[src/rtl/quad_decoder_counter_pkg.sv]
// Shared constants and the x4 transition classifier for the quadrature decoder.
// The Gray states are listed in forward order (channel A leads).
package quad_pkg;

   localparam logic [1:0] S00 = 2'b00;
   localparam logic [1:0] S10 = 2'b10;
   localparam logic [1:0] S11 = 2'b11;
   localparam logic [1:0] S01 = 2'b01;

   localparam logic DIR_UP = 1'b1;
   localparam logic DIR_DN = 1'b0;

   typedef enum logic [1:0] {
      EV_NONE = 2'b00,
      EV_UP   = 2'b01,
      EV_DN   = 2'b10,
      EV_ERR  = 2'b11
   } quad_event_e;

   // Any single-bit change is a legal step.
   // Only the forward successor of prev counts up; every other single-bit change counts down.
   function automatic quad_event_e quad_decode(input logic [1:0] prev, input logic [1:0] cur);
      logic [1:0] fwd_next;
      case (prev)
         S00:     fwd_next = S10;
         S10:     fwd_next = S11;
         S11:     fwd_next = S01;
         default: fwd_next = S00;
      endcase
      if (prev == cur)
         return EV_NONE;
      else if ((prev ^ cur) == 2'b11)
         return EV_ERR;
      else if (cur == fwd_next)
         return EV_UP;
      else
         return EV_DN;
   endfunction

endpackage

[src/rtl/quad_decoder_counter_if.sv]
// Encoder pins, position control and status of the quadrature decoder counter.
// The master modport drives the channels and controls; the slave is the counter.
interface quad_decoder_counter_if #(
   parameter int N = 8
);
   logic         a_in;
   logic         b_in;
   logic         syn_clr;
   logic         load;
   logic [N-1:0] d;
   logic         en;
   logic [N-1:0] q;
   logic         dir;
   logic         step_tick;
   logic         err_tick;
   logic         max_tick;
   logic         min_tick;

   modport master (
      output a_in, b_in, syn_clr, load, d, en,
      input  q, dir, step_tick, err_tick, max_tick, min_tick
   );

   modport slave (
      input  a_in, b_in, syn_clr, load, d, en,
      output q, dir, step_tick, err_tick, max_tick, min_tick
   );
endinterface

[src/rtl/quad_input_filter.sv]
// One encoder channel: SYNC_STAGES-deep synchronizer followed by a stability filter
// that accepts a new level only after FILT_LEN consecutive differing samples.
module quad_input_filter #(
   parameter int SYNC_STAGES = 2,
   parameter int FILT_LEN    = 3
) (
   input  logic clk,
   input  logic reset_n,
   input  logic raw,
   output logic filtered
);

   localparam int CW = (FILT_LEN > 1) ? $clog2(FILT_LEN) : 1;
   localparam logic [CW-1:0] LAST = CW'(FILT_LEN - 1);

   logic [SYNC_STAGES-1:0] sync_q;
   logic                   synced;
   logic [CW-1:0]          cnt;

   assign synced = sync_q[SYNC_STAGES-1];

   // Plain flop chain: no logic between stages so metastability has full cycles to resolve.
   always_ff @(posedge clk or negedge reset_n) begin
      // NOTE: state is assigned with <= so every flop samples pre-edge values, like real hardware.
      if (!reset_n)
         sync_q <= '0;
      else
         sync_q <= {sync_q[SYNC_STAGES-2:0], raw};
   end

   always_ff @(posedge clk or negedge reset_n) begin
      if (!reset_n) begin
         filtered <= 1'b0;
         cnt      <= '0;
      end else if (synced != filtered) begin
         if (cnt == LAST) begin
            filtered <= synced;
            cnt      <= '0;
         end else begin
            cnt <= cnt + 1'b1;
         end
      end else begin
         cnt <= '0;
      end
   end

endmodule

[src/rtl/quad_decoder_counter.sv]
// x4 quadrature decoder driving an N-bit wrap-around position register.
// Decoding is held off after reset until the filters have settled on the pin levels.
module quad_decoder_counter
   import quad_pkg::*;
#(
   parameter int N           = 8,
   parameter int SYNC_STAGES = 2,
   parameter int FILT_LEN    = 3
) (
   input logic                    clk,
   input logic                    reset_n,
   quad_decoder_counter_if.slave  bus
);

   localparam int STARTUP = SYNC_STAGES + FILT_LEN + 1;
   localparam int SW      = $clog2(STARTUP + 1);
   localparam logic [SW-1:0] START_LAST = SW'(STARTUP - 1);

   logic        a_filt;
   logic        b_filt;
   logic [1:0]  cur_state;
   logic [1:0]  prev_state;
   logic [SW-1:0] start_cnt;
   logic        armed;

   quad_event_e ev;
   logic        is_step;

   logic [N-1:0] q_r;
   logic [N-1:0] q_next;
   logic         dir_r;
   logic         step_r;
   logic         err_r;

   quad_input_filter #(
      .SYNC_STAGES (SYNC_STAGES),
      .FILT_LEN    (FILT_LEN)
   ) u_filt_a (
      .clk      (clk),
      .reset_n  (reset_n),
      .raw      (bus.a_in),
      .filtered (a_filt)
   );

   quad_input_filter #(
      .SYNC_STAGES (SYNC_STAGES),
      .FILT_LEN    (FILT_LEN)
   ) u_filt_b (
      .clk      (clk),
      .reset_n  (reset_n),
      .raw      (bus.b_in),
      .filtered (b_filt)
   );

   assign cur_state = {a_filt, b_filt};

   // prev tracks the filtered state even while unarmed, so arming never sees a stale edge.
   always_ff @(posedge clk or negedge reset_n) begin
      if (!reset_n) begin
         prev_state <= S00;
         start_cnt  <= '0;
         armed      <= 1'b0;
      end else begin
         prev_state <= cur_state;
         if (!armed) begin
            if (start_cnt == START_LAST)
               armed <= 1'b1;
            else
               start_cnt <= start_cnt + 1'b1;
         end
      end
   end

   assign ev      = armed ? quad_decode(prev_state, cur_state) : EV_NONE;
   assign is_step = (ev == EV_UP) || (ev == EV_DN);

   always_comb begin
      // NOTE: default first so every path assigns q_next and no latch is inferred.
      q_next = q_r;
      if (bus.syn_clr)
         q_next = '0;
      else if (bus.load)
         q_next = bus.d;
      else if (bus.en && is_step)
         q_next = (ev == EV_UP) ? q_r + 1'b1 : q_r - 1'b1;
   end

   // Step/direction reporting is independent of en, clear and load.
   always_ff @(posedge clk or negedge reset_n) begin
      if (!reset_n) begin
         q_r    <= '0;
         dir_r  <= DIR_DN;
         step_r <= 1'b0;
         err_r  <= 1'b0;
      end else begin
         q_r    <= q_next;
         step_r <= is_step;
         err_r  <= (ev == EV_ERR);
         if (is_step)
            dir_r <= (ev == EV_UP) ? DIR_UP : DIR_DN;
      end
   end

   assign bus.q         = q_r;
   assign bus.dir       = dir_r;
   assign bus.step_tick = step_r;
   assign bus.err_tick  = err_r;
   assign bus.max_tick  = &q_r;
   assign bus.min_tick  = ~|q_r;

endmodule

[src/flat_wrapper.sv]
// flat-port wrapper written by rule: the top's interface ports become plain ports
module quad_decoder_counter_flat import quad_pkg::*;
#(
   parameter int N           = 8,
   parameter int SYNC_STAGES = 2,
   parameter int FILT_LEN    = 3
)
  (clk, reset_n, bus_a_in, bus_b_in, bus_syn_clr, bus_load, bus_d, bus_en, bus_q, bus_dir, bus_step_tick, bus_err_tick, bus_max_tick, bus_min_tick);
  quad_decoder_counter_if #(.N(N)) bus_i ();
  input logic clk;
  input logic reset_n;
  input wire logic [$bits(bus_i.a_in)-1:0] bus_a_in;
  input wire logic [$bits(bus_i.b_in)-1:0] bus_b_in;
  input wire logic [$bits(bus_i.syn_clr)-1:0] bus_syn_clr;
  input wire logic [$bits(bus_i.load)-1:0] bus_load;
  input wire logic [$bits(bus_i.d)-1:0] bus_d;
  input wire logic [$bits(bus_i.en)-1:0] bus_en;
  output wire logic [$bits(bus_i.q)-1:0] bus_q;
  output wire logic [$bits(bus_i.dir)-1:0] bus_dir;
  output wire logic [$bits(bus_i.step_tick)-1:0] bus_step_tick;
  output wire logic [$bits(bus_i.err_tick)-1:0] bus_err_tick;
  output wire logic [$bits(bus_i.max_tick)-1:0] bus_max_tick;
  output wire logic [$bits(bus_i.min_tick)-1:0] bus_min_tick;
  assign bus_i.a_in = bus_a_in;
  assign bus_i.b_in = bus_b_in;
  assign bus_i.syn_clr = bus_syn_clr;
  assign bus_i.load = bus_load;
  assign bus_i.d = bus_d;
  assign bus_i.en = bus_en;
  assign bus_q = bus_i.q;
  assign bus_dir = bus_i.dir;
  assign bus_step_tick = bus_i.step_tick;
  assign bus_err_tick = bus_i.err_tick;
  assign bus_max_tick = bus_i.max_tick;
  assign bus_min_tick = bus_i.min_tick;
  quad_decoder_counter #(.N(N), .SYNC_STAGES(SYNC_STAGES), .FILT_LEN(FILT_LEN)) u_core (.clk(clk), .reset_n(reset_n), .bus(bus_i));
endmodule
[config.mk]
export PLATFORM = sky130hd
export DESIGN_NAME = quad_decoder_counter_flat
export DESIGN_NICKNAME = d
export VERILOG_FILES = /design/src/rtl/quad_decoder_counter_pkg.sv /design/src/rtl/quad_decoder_counter_if.sv /design/src/rtl/quad_input_filter.sv /design/src/rtl/quad_decoder_counter.sv /design/src/flat_wrapper.sv
export SDC_FILE = /design/constraint.sdc
export NUM_CORES = 1
export LEC_CHECK = 0
export CORE_ASPECT_RATIO = 0.75
export CORE_MARGIN = 2
export CORE_UTILIZATION = 46
export CTS_BUF_LIST = sky130_fd_sc_hd__clkbuf_16
export DETAILED_ROUTE_END_ITERATION = 7
export MAX_ROUTING_LAYER = met4
export PLACE_DENSITY = 0.85
export SLEW_MARGIN = 5
export SYNTH_ARGS = -nofsm -noshare
export SYNTH_HDL_FRONTEND = slang
export SYNTH_SLANG_ARGS = --single-unit
[constraint.sdc]
create_clock -name clk -period 2.5 [get_ports clk]
set_input_delay 0.375 -clock clk [delete_from_list [all_inputs] [get_ports clk]]
set_output_delay 0.375 -clock clk [all_outputs]
set_load 0.1 [all_outputs]
==> metrics.txt <==
layout cells sized above 1=24.43%; DRC Markers=0; cells after synthesis=141; GRT Total Usage=20.28%; Overflow after GRT=0; DRT Wirelength=3573 um; Iteration-0 DRC Markers=84; status=complete, but fails checks; Seq/Total Area, Yosys=44.44%; max-slew violations=0; input/output buffers=27; slew at the pin with the worst max-slew slack=0.5829 ns; post-route ant nets=0; Register Area=676.9 sq um; CTS buffer count=3; Final setup viols=2; Final period util=101.8%; Max H-tree Level=1; routability cong.=0.8707; most frequent cells in the layout=dfrtp_1, buf_4, clkdlybuf4s50_1, nand2_1, xnor2_1; RSZ-0062 raised after global routing=yes; die width=70.38 um; clk_lat worst skew=0.26 ns; post-synthesis cell type count=39; Multi-input gate area=850.8 sq um; fillcell total=264; Final HPWL DP=2642 um; CTS tree=built; Initial Utilization=47.20%; Die ar.=3785 sq um; first-pass GRT wire length=5651 um; most common cell after layout, fill and taps aside=dfrtp_1; Final min period=2.545 ns; critical path capture point type=register; Seq cells post-synth=27; clock skew=0.002676 ns; placed cells=210; WS Path Type=reg -> reg; num rows=18; drt pass-1 iters=5; pre-CTS WS=-0.2340 ns; clock-pin slew on the worst setup and hold paths=0.07 ns; DR vias/cell=5.625; Worst Path Required=2.65 ns; CTS max path bufs=2; Syn Nets=168; CORE AREA=3221 sq um; via count=1,215; fin nets=204; mapped cell area=1520 sq um; failing checks=negative setup slack; DIE HEIGHT=53.79 um; setup tns final=-0.07041 ns; HP Class=reg -> reg; WL/cell=16.54 um; max cap viols=0; P&R area growth vs syn=31.77%; Arr. time, crit path=2.69 ns; Hold Vio Cnt, Final=0; non-filler cells, final=216; largest net degree at the start of global routing=28; Avg Inst Size Synth=10.78 sq um; setup ws final=-0.04515 ns; initial antenna violation count=0; Critical Path Source Type=register; TritonCTS sink count=27; hold_buf cts=0; vias in the first global route=1,168; I/O Pins=28; crit path max fanout=5; worst-case headroom to the max-slew limit=61.02%; Antenna diodes=0; Syn. warnings=0; fmax=392.9 MHz; Clk Tree Root Cell=clkbuf_16
==> flip-flops by register name (all words and copies together) (netlist names), 2 cells and up <==
name	count
u_core.u_filt_a.sync_q	2
u_core.u_filt_b.sync_q	2
u_core.prev_state	2
u_core.start_cnt	3
u_core.bus.q	8
u_core.u_filt_b.cnt	2
u_core.u_filt_a.cnt	2
==> final timing paths <==
check / start / cells past startpoint / end / slack [ns]
setup / recovery: u_core.u_filt_b.filtered / 11 / u_core.bus.q[6] / -0.05
hold / removal: u_core.u_filt_a.sync_q[0] / 0 / u_core.u_filt_a.sync_q[1] / 0.35
setup reg to reg: u_core.u_filt_b.filtered / 11 / u_core.bus.q[6] / -0.05
hold reg to reg: u_core.u_filt_a.sync_q[0] / 0 / u_core.u_filt_a.sync_q[1] / 0.35
max in group asynchronous: reset_n / 2 / u_core.u_filt_b.filtered / 1.75
min in group asynchronous: reset_n / 2 / u_core.bus.step_tick / 0.48
==> stage by stage <==
step           hold slack, ns  utilization, %  area (sq um)
6_report               0.3500           62.20          2003
5_1_grt                0.3555           62.20          2003
4_1_cts                0.3527           61.66          1986
3_5_place_dp           0.3370           57.54          1853
3_3_place_gp           0.3316           57.54          1853
2_1_floorplan         0.07941               -          1526
==> logic make-up (layout without fill, tap and decap cells) <==
kind of cell / count (synthesis) / after routing / share of synthesized area (%)
AOI/OAI and AO/OA: 28 / 28 / 14.16
xor gates and xnor gates: 9 / 9 / 5.185
adders and majority gates: 12 / 12 / 10.37
buffers and inverters: 11 / 46 / 2.881
DFF: 27 / 27 / 44.44
muxes: 11 / 11 / 7.490
and+or+nand+nor: 43 / 43 / 15.47
==> metal layers <==
layer  track usage (%)  wire length (um)  part of all wire, %  up-vias
li1                  -                 -                    -      577
met1             25.41              1539                   43      588
met2             34.43              1771                   50       46
met3             4.494               231                  6.5        4
met4             4.487                31                 0.87        0
met5                 -                 0                    0        -
==> critical path, stage by stage, from the launching register on <==
cell,delay [ns]
dfrtp_2,0.43
mux2i_1,0.19
nand2_1,0.08
o21ai_1,0.10
and2_1,0.18
ha_2,0.21
inv_4,0.06
fa_2,0.37
a21oi_4,0.15
o2111ai_2,0.15
xnor2_1,0.18
a2111oi_2,0.32
==> Yosys cell counts, drive strengths merged <==
master   number  area share (%)
a2111oi       1            0.99
a211o         2             1.2
a211oi        2            0.99
a21o          4             2.1
a21oi         4             1.6
a31oi         2            0.82
a32oi         2             1.2
and2          2            0.82
buf           2            0.66
clkbuf        2            0.49
dfrtp        27              44
fa            1             1.3
ha           11             9.1
inv           7             1.7
mux2          3             2.2
mux2i         8             5.3
nand2        10             2.5
nand2b        1            0.41
nand3         2            0.99
nand3b        2            0.99
nand4         2            0.82
nor2          8             2.0
nor2b         5             2.1
nor3          5             1.6
nor3b         4             2.3
o2111ai       1            0.99
o211a         2             1.3
o211ai        1            0.49
o21ai         5             1.6
o21bai        1            0.49
o31ai         1            0.49
or4           2            0.99
xnor2         9             5.2
==> layout make-up <==
| cell class | count | area share (%) |
|---|---|---|
| Clock buffer | 3 | 3.748 |
| Clock inverter | 1 | 0.3748 |
| Inverter | 7 | 1.437 |
| Multi-Input combinational cell | 103 | 42.47 |
| Sequential cell | 27 | 33.79 |
| Tap cell | 40 | 2.498 |
| Timing Repair Buffer | 35 | 15.68 |
==> repair_timing <==
item | in CTS | in global routing
gates resized for setup | 9 | 3
setup endpoints to repair | 4 | 4
setup buffers | 1 | 1
pin swaps | 5 | 3
Power is not shown: default switching activity piles up to over one toggle a cycle in this logic, so the estimate is an artifact.
